**config.mk**
```make
export PLATFORM = sky130hd
export DESIGN_NAME = serial_bit_source
export DESIGN_NICKNAME = d
export VERILOG_FILES = /design/src/rtl/serial_bit_source.sv
export SDC_FILE = /design/constraint.sdc
export NUM_CORES = 1
export LEC_CHECK = 0
export ABC_CLOCK_PERIOD_IN_PS = 2200
export BUFFER_PORTS_ARGS = -buffer_cell sky130_fd_sc_hd__buf_2
export CORE_MARGIN = 2
export CORE_UTILIZATION = 30
export CTS_BUF_LIST = sky130_fd_sc_hd__clkbuf_8
export CTS_CLUSTER_SIZE = 12
export DETAILED_ROUTE_END_ITERATION = 6
export PLACE_DENSITY = 0.54
export SLEW_MARGIN = 0
export SYNTH_ARGS = -nofsm -noshare
export SYNTH_HDL_FRONTEND = slang
export SYNTH_SLANG_ARGS = --single-unit
```
**constraint.sdc**
```tcl
create_clock -name clk -period 2.2 [get_ports clk]
set_input_delay 0.33 -clock clk [delete_from_list [all_inputs] [get_ports clk]]
set_output_delay 0.33 -clock clk [all_outputs]
set_load 0.02 [all_outputs]
```
**src/rtl/serial_bit_source.sv**
```systemverilog
// serial_bit_source: parallel-to-serial front end for the sequence detector.
// Accepts WIDTH-bit words over valid/ready and streams one bit per clock on x,
// chaining words back to back so patterns across a word boundary survive.
module serial_bit_source #(
  parameter int WIDTH     = 8,
  parameter bit MSB_FIRST = 1'b1,
  parameter bit IDLE_BIT  = 1'b0
) (
  input  logic             clk,
  input  logic             reset_n,
  input  logic [WIDTH-1:0] din,
  input  logic             din_valid,
  output logic             din_ready,
  output logic             x,
  output logic             x_valid,
  output logic             busy,
  output logic             word_done
);

  localparam int             CW      = $clog2(WIDTH);
  localparam logic [CW-1:0]  LAST    = CW'(WIDTH - 1);
  localparam int             OUT_IDX = MSB_FIRST ? WIDTH - 1 : 0;

  typedef enum logic {
    IDLE,
    SHIFT
  } state_t;

  state_t           state;
  state_t           state_next;
  logic [WIDTH-1:0] sreg;
  logic [WIDTH-1:0] sreg_next;
  logic [CW-1:0]    cnt;
  logic [CW-1:0]    cnt_next;
  logic             x_next;
  logic             x_valid_next;
  logic             at_last;
  logic             accept;

  // The shift register always holds the bit currently on x at OUT_IDX, so
  // advancing one bit means moving everything one place toward that end.
  function automatic logic [WIDTH-1:0] shift_one(input logic [WIDTH-1:0] v);
    if (MSB_FIRST)
      shift_one = {v[WIDTH-2:0], 1'b0};
    else
      shift_one = {1'b0, v[WIDTH-1:1]};
  endfunction

  // Handshake decodes come from registered state only, never from din_valid.
  assign at_last   = (state == SHIFT) && (cnt == LAST);
  assign din_ready = (state == IDLE) || at_last;
  assign word_done = at_last;
  assign accept    = din_valid && din_ready;
  assign busy      = x_valid;

  // Next-state, datapath and next-output decode for the serialiser.
  always_comb begin
    state_next   = state;
    sreg_next    = sreg;
    cnt_next     = cnt;
    x_valid_next = 1'b0;
    x_next       = IDLE_BIT;
    if (accept) begin
      state_next = SHIFT;
      sreg_next  = din;
      cnt_next   = '0;
    end else if (state == SHIFT) begin
      if (at_last) begin
        state_next = IDLE;
        sreg_next  = '0;
        cnt_next   = '0;
      end else begin
        sreg_next = shift_one(sreg);
        cnt_next  = cnt + CW'(1);
      end
    end
    x_valid_next = (state_next == SHIFT);
    if (x_valid_next)
      x_next = sreg_next[OUT_IDX];
  end

  // State register; reset aborts any word in flight.
  always_ff @(posedge clk or negedge reset_n) begin
    if (!reset_n)
      state <= IDLE;
    else
      state <= state_next;
  end

  // Shift register and bit counter.
  always_ff @(posedge clk or negedge reset_n) begin
    if (!reset_n) begin
      sreg <= '0;
      cnt  <= '0;
    end else begin
      sreg <= sreg_next;
      cnt  <= cnt_next;
    end
  end

  // Registered serial outputs, so the first bit appears on the accept edge.
  always_ff @(posedge clk or negedge reset_n) begin
    if (!reset_n) begin
      x       <= IDLE_BIT;
      x_valid <= 1'b0;
    end else begin
      x       <= x_next;
      x_valid <= x_valid_next;
    end
  end

  a_done_in_word: assert property (@(posedge clk) disable iff (!reset_n)
    word_done |-> x_valid);

  a_idle_level: assert property (@(posedge clk) disable iff (!reset_n)
    !x_valid |-> (x == IDLE_BIT));

  a_valid_tracks_state: assert property (@(posedge clk) disable iff (!reset_n)
    x_valid == (state == SHIFT));

endmodule
```
# Word-level counts from Yosys, hierarchy flattened
# Cells that the tools add are included.
# totals
reg_bits	13
inputBits	11
out_inout_bits	5
elab_cells	22
# op_classes
add_sub_neg	1
n_eq_ne	1
mux	10
bitwise	1
n_reduce_logical	4
# op_table
operator	count
$mux 8	3
$mux 3	3
$mux 1	4
$add 3x1->3 const B	1
$eq 3x3->1 const B	1
$logic_and 1x1->1	2
$reduce_bool 2->1	1
$logic_or 1x1->1	1
$not 1->1	1

# Longest topological paths before layout
# logic_depth
ltp_word	6
mapped_depth	5
ltp_nobuf	5

# Least setup slack after synthesis
# OpenSTA, ideal clock, no wires.
# synth_timing
kind	register to output
from	register cnt[0]
to	output word_done
t_arrival_ns	1.077
required_time_ns	1.870
setup_slack_ns	0.793
path_stages_with_launch	5
n_path_buf	1
path_cell_list	dfrtp_1 -> ha_1 -> ha_1 -> buf_2 -> and2_1
# synth_via
elab_chain_len	2
# synth_rtl
item	line_no	source
start, declared	33	logic [CW-1:0] cnt;
start signal, assigned	97	cnt <= cnt_next;
$eq 3x3->1	50	assign at_last = (state == SHIFT) && (cnt == LAST);
$logic_and 1x1->1	50	
end, declared	17	output logic word_done
# Every way passes these cells.

# Worst setup path after layout
# layout_timing
from	register cnt[0]
to	output din_ready
# layout_via
elab_chain_len	3
# layout_rtl
item	line_no	source
$eq 3x3->1	50	
$logic_and 1x1->1	50	
$logic_or 1x1->1	51	assign din_ready = (state == IDLE) || at_last;
end, declared	13	output logic din_ready,
# Every way passes these cells.

==> results.json <==
{
  "status": "finished, final reports clean",
  "track_usage_pct": 10.9,
  "row_count": 17,
  "syn_area_um2": 673,
  "vias": 467,
  "numCtsBuffers": 3,
  "crit_type": "flop to primary output",
  "yosysWarnings": 0,
  "yosysTopAreaCell": "dfrtp_1",
  "dieArea_mm2": 0.00264,
  "worstSetupEndpointType": "primary output",
  "p_per_area_mw_per_mm2": 1200,
  "fmax_ghz": 0.495,
  "synth_most_common_cell": "dfrtp_1",
  "clkSinkCount": 12,
  "avgSynthCellArea_um2": 11.8,
  "drv_cap": 0,
  "synthDistinctLibCells": 19,
  "dpl_cell_area_um2": 748,
  "drc": 0,
  "synthCells": 57,
  "worst_slew_pin_slew_ns": 0.368,
  "timing.rr.start": "cnt[0]",
  "grt_setup_unrepaired": "no",
  "min_from": "din[7]",
  "fin_setup_tns_ns": 0,
  "avgViaCountPerCell": 4.62,
  "io_pins": 16,
  "synth-edff-count": 0,
  "leakage_nw": 0.374,
  "worst_slack_ns": 0.180,
  "finalCriticalPeriod_ns": 2.02,
  "drt_first_pass_iters": 4,
  "die_height_um": 51.4,
  "syn2layout_area_growth_pct": 20.8,
  "synthArstFlopShare_pct": 100,
  "die_x_um": 51.4,
  "clk-insertion-delay-late_ns": 0.24,
  "relSlewSlack_pct": 75.5,
  "grt_pass1_vias": 447,
  "yosysSeqAreaShare_pct": 44.6,
  "ir_worst_vdd_mv": 0.789,
  "setup_violations": 0,
  "antenna_found_initial": 0,
  "route.detailed.wl_per_inst_um": 11.7,
  "fin_skew_ns": 0.00295,
  "drv_slew": 0,
  "finalCritPeriodShare_pct": 91.8,
  "synth_area_leaders": "dfrtp_1 45%, o221ai_2 13%, mux2i_1 10%, nand3_1 5.2%, ha_1 3.7%",
  "routed_wl_um": 1180,
  "dp_hpwl_um": 879,
  "synth.top_cells.by_count": "12 x dfrtp_1, 7 x mux2i_1, 7 x nand3_1",
  "cp.arrival_ns": 1.69,
  "final_area_um2": 813,
  "fin_total_pwr_mw": 0.980,
  "cts_buffer_depth": 2,
  "yosys.area.top_type_share_pct": 44.6,
  "cts_tree": "yes",
  "h-tree-depth": 1,
  "hold_viol": 0,
  "area.sequential_um2": 300,
  "overflow": 0,
  "grt_pass1_wl_um": 2080,
  "cts_resized": 0,
  "fillers": 220,
  "start_util_pct": 31.0,
  "drive_gt1_share_pct": 41.1,
  "root_buffer": "clkbuf_8",
  "crit_path_start": "cnt[0]",
  "place_ws_ns": 0.436,
  "ys.flop_type": "dfrtp_1",
  "multi_input_area_um2": 299,
  "drt_iter0_drc": 7,
  "antenna_cells": 0,
  "path_max_fanout": 10,
  "hold_class": "primary input to flop",
  "fin_nets": 87,
  "coreArea_mm2": 0.00217,
  "cp.required_ns": 1.87,
  "startpoint_type": "flop",
  "synth-seq-cells": 12,
  "syn-num-nets": 70,
  "port_buffers": 15,
  "ant_nets": 0,
  "grt_max_degree": 18,
  "place.gp.congestion": 0.718,
  "path_clk_slew_ns": 0.05
}
[stage by stage]
stage | cells | util, % | hold slack, ns
floorplan | 57 | - | 0.0344
global route | 101 | 37.5 | 0.332
finish | 101 | 37.5 | 0.331
global placement | 96 | 34.5 | 0.225
detailed placement | 96 | 34.5 | 0.223
CTS | 101 | 37.5 | 0.327
[sequential cells by signal, summed over array words and instances (netlist names)]
name,flops
busy,1
x,1
sreg,7
cnt,3
[cells by family after synthesis]
family,after synthesis,synth area share (%)
AO/OA/AOI/OAI,10,17.5
adder cells (fa/ha/maj),2,3.72
buffers and inverters,12,11.0
flip-flops,12,44.6
multiplexers,8,12.1
AND/OR/NAND/NOR,13,11.2
[final timing paths]
kind                             end  slack (ns)  cells past startpoint
setup reg to reg             sreg[2]        0.66                      5
setup / recovery           din_ready        0.18                      5
hold reg to reg               cnt[1]        0.51                      1
hold / removal                     x        0.33                      3
min in group asynchronous     cnt[2]        0.49                      2
max in group asynchronous    sreg[0]        1.49                      2
[where the power goes]
| part | switching (mW) | internal [mW] | total [mW] |
|---|---|---|---|
| clock | 0.0767 | 0.158 | 0.234 |
| combinational | 0.213 | 0.187 | 0.400 |
| sequential | 0.0423 | 0.303 | 0.345 |
| total | 0.332 | 0.648 | 0.980 |
[cells in the final DEF, fill, tap and decap left out, drive strengths merged]
cell,synthesis,routed
o21ai,2,2
and2b,1,1
clkbuf,0,4
o221ai,6,6
mux2,1,1
nor2,1,1
nand3,7,7
ha,2,2
inv,7,7
buf,5,16
nand2b,1,1
a22o,2,2
nand2,1,1
dlygate4sd3,0,1
dfrtp,12,12
nand3b,1,1
mux2i,7,7
and2,1,1
[critical path, cell delays in order (launching register included)]
cell	delay, ns
dfrtp_1	0.38
ha_1	0.20
ha_1	0.30
and2b_4	0.35
inv_6	0.06
buf_2	0.16
[final cells by class]
cell class              count  share of cell area, %
inverters                   7                   3.85
clock buffers               4                   6.77
flip-flops and latches     12                   36.9
repair buffers             17                   11.4
well taps                  28                   4.31
multi-input cells          33                   36.8
[timing repair]
item / 4_1_cts / 5_1_grt
hold buffers: 1 / 0
buffers inserted: 0 / 0
hold endpoints to repair: 12 / 0
[metal layers]
layer / vias to the layer above / GRT usage (%) / share of wire [%]
met5: - / 0 / 0
met4: 0 / 3.95 / 0.93
met2: 16 / 13.9 / 39
met3: 2 / 5.26 / 7.3
met1: 214 / 15.7 / 53
li1: 235 / - / -
No activity file was read; power rests on OpenSTA's default activity.
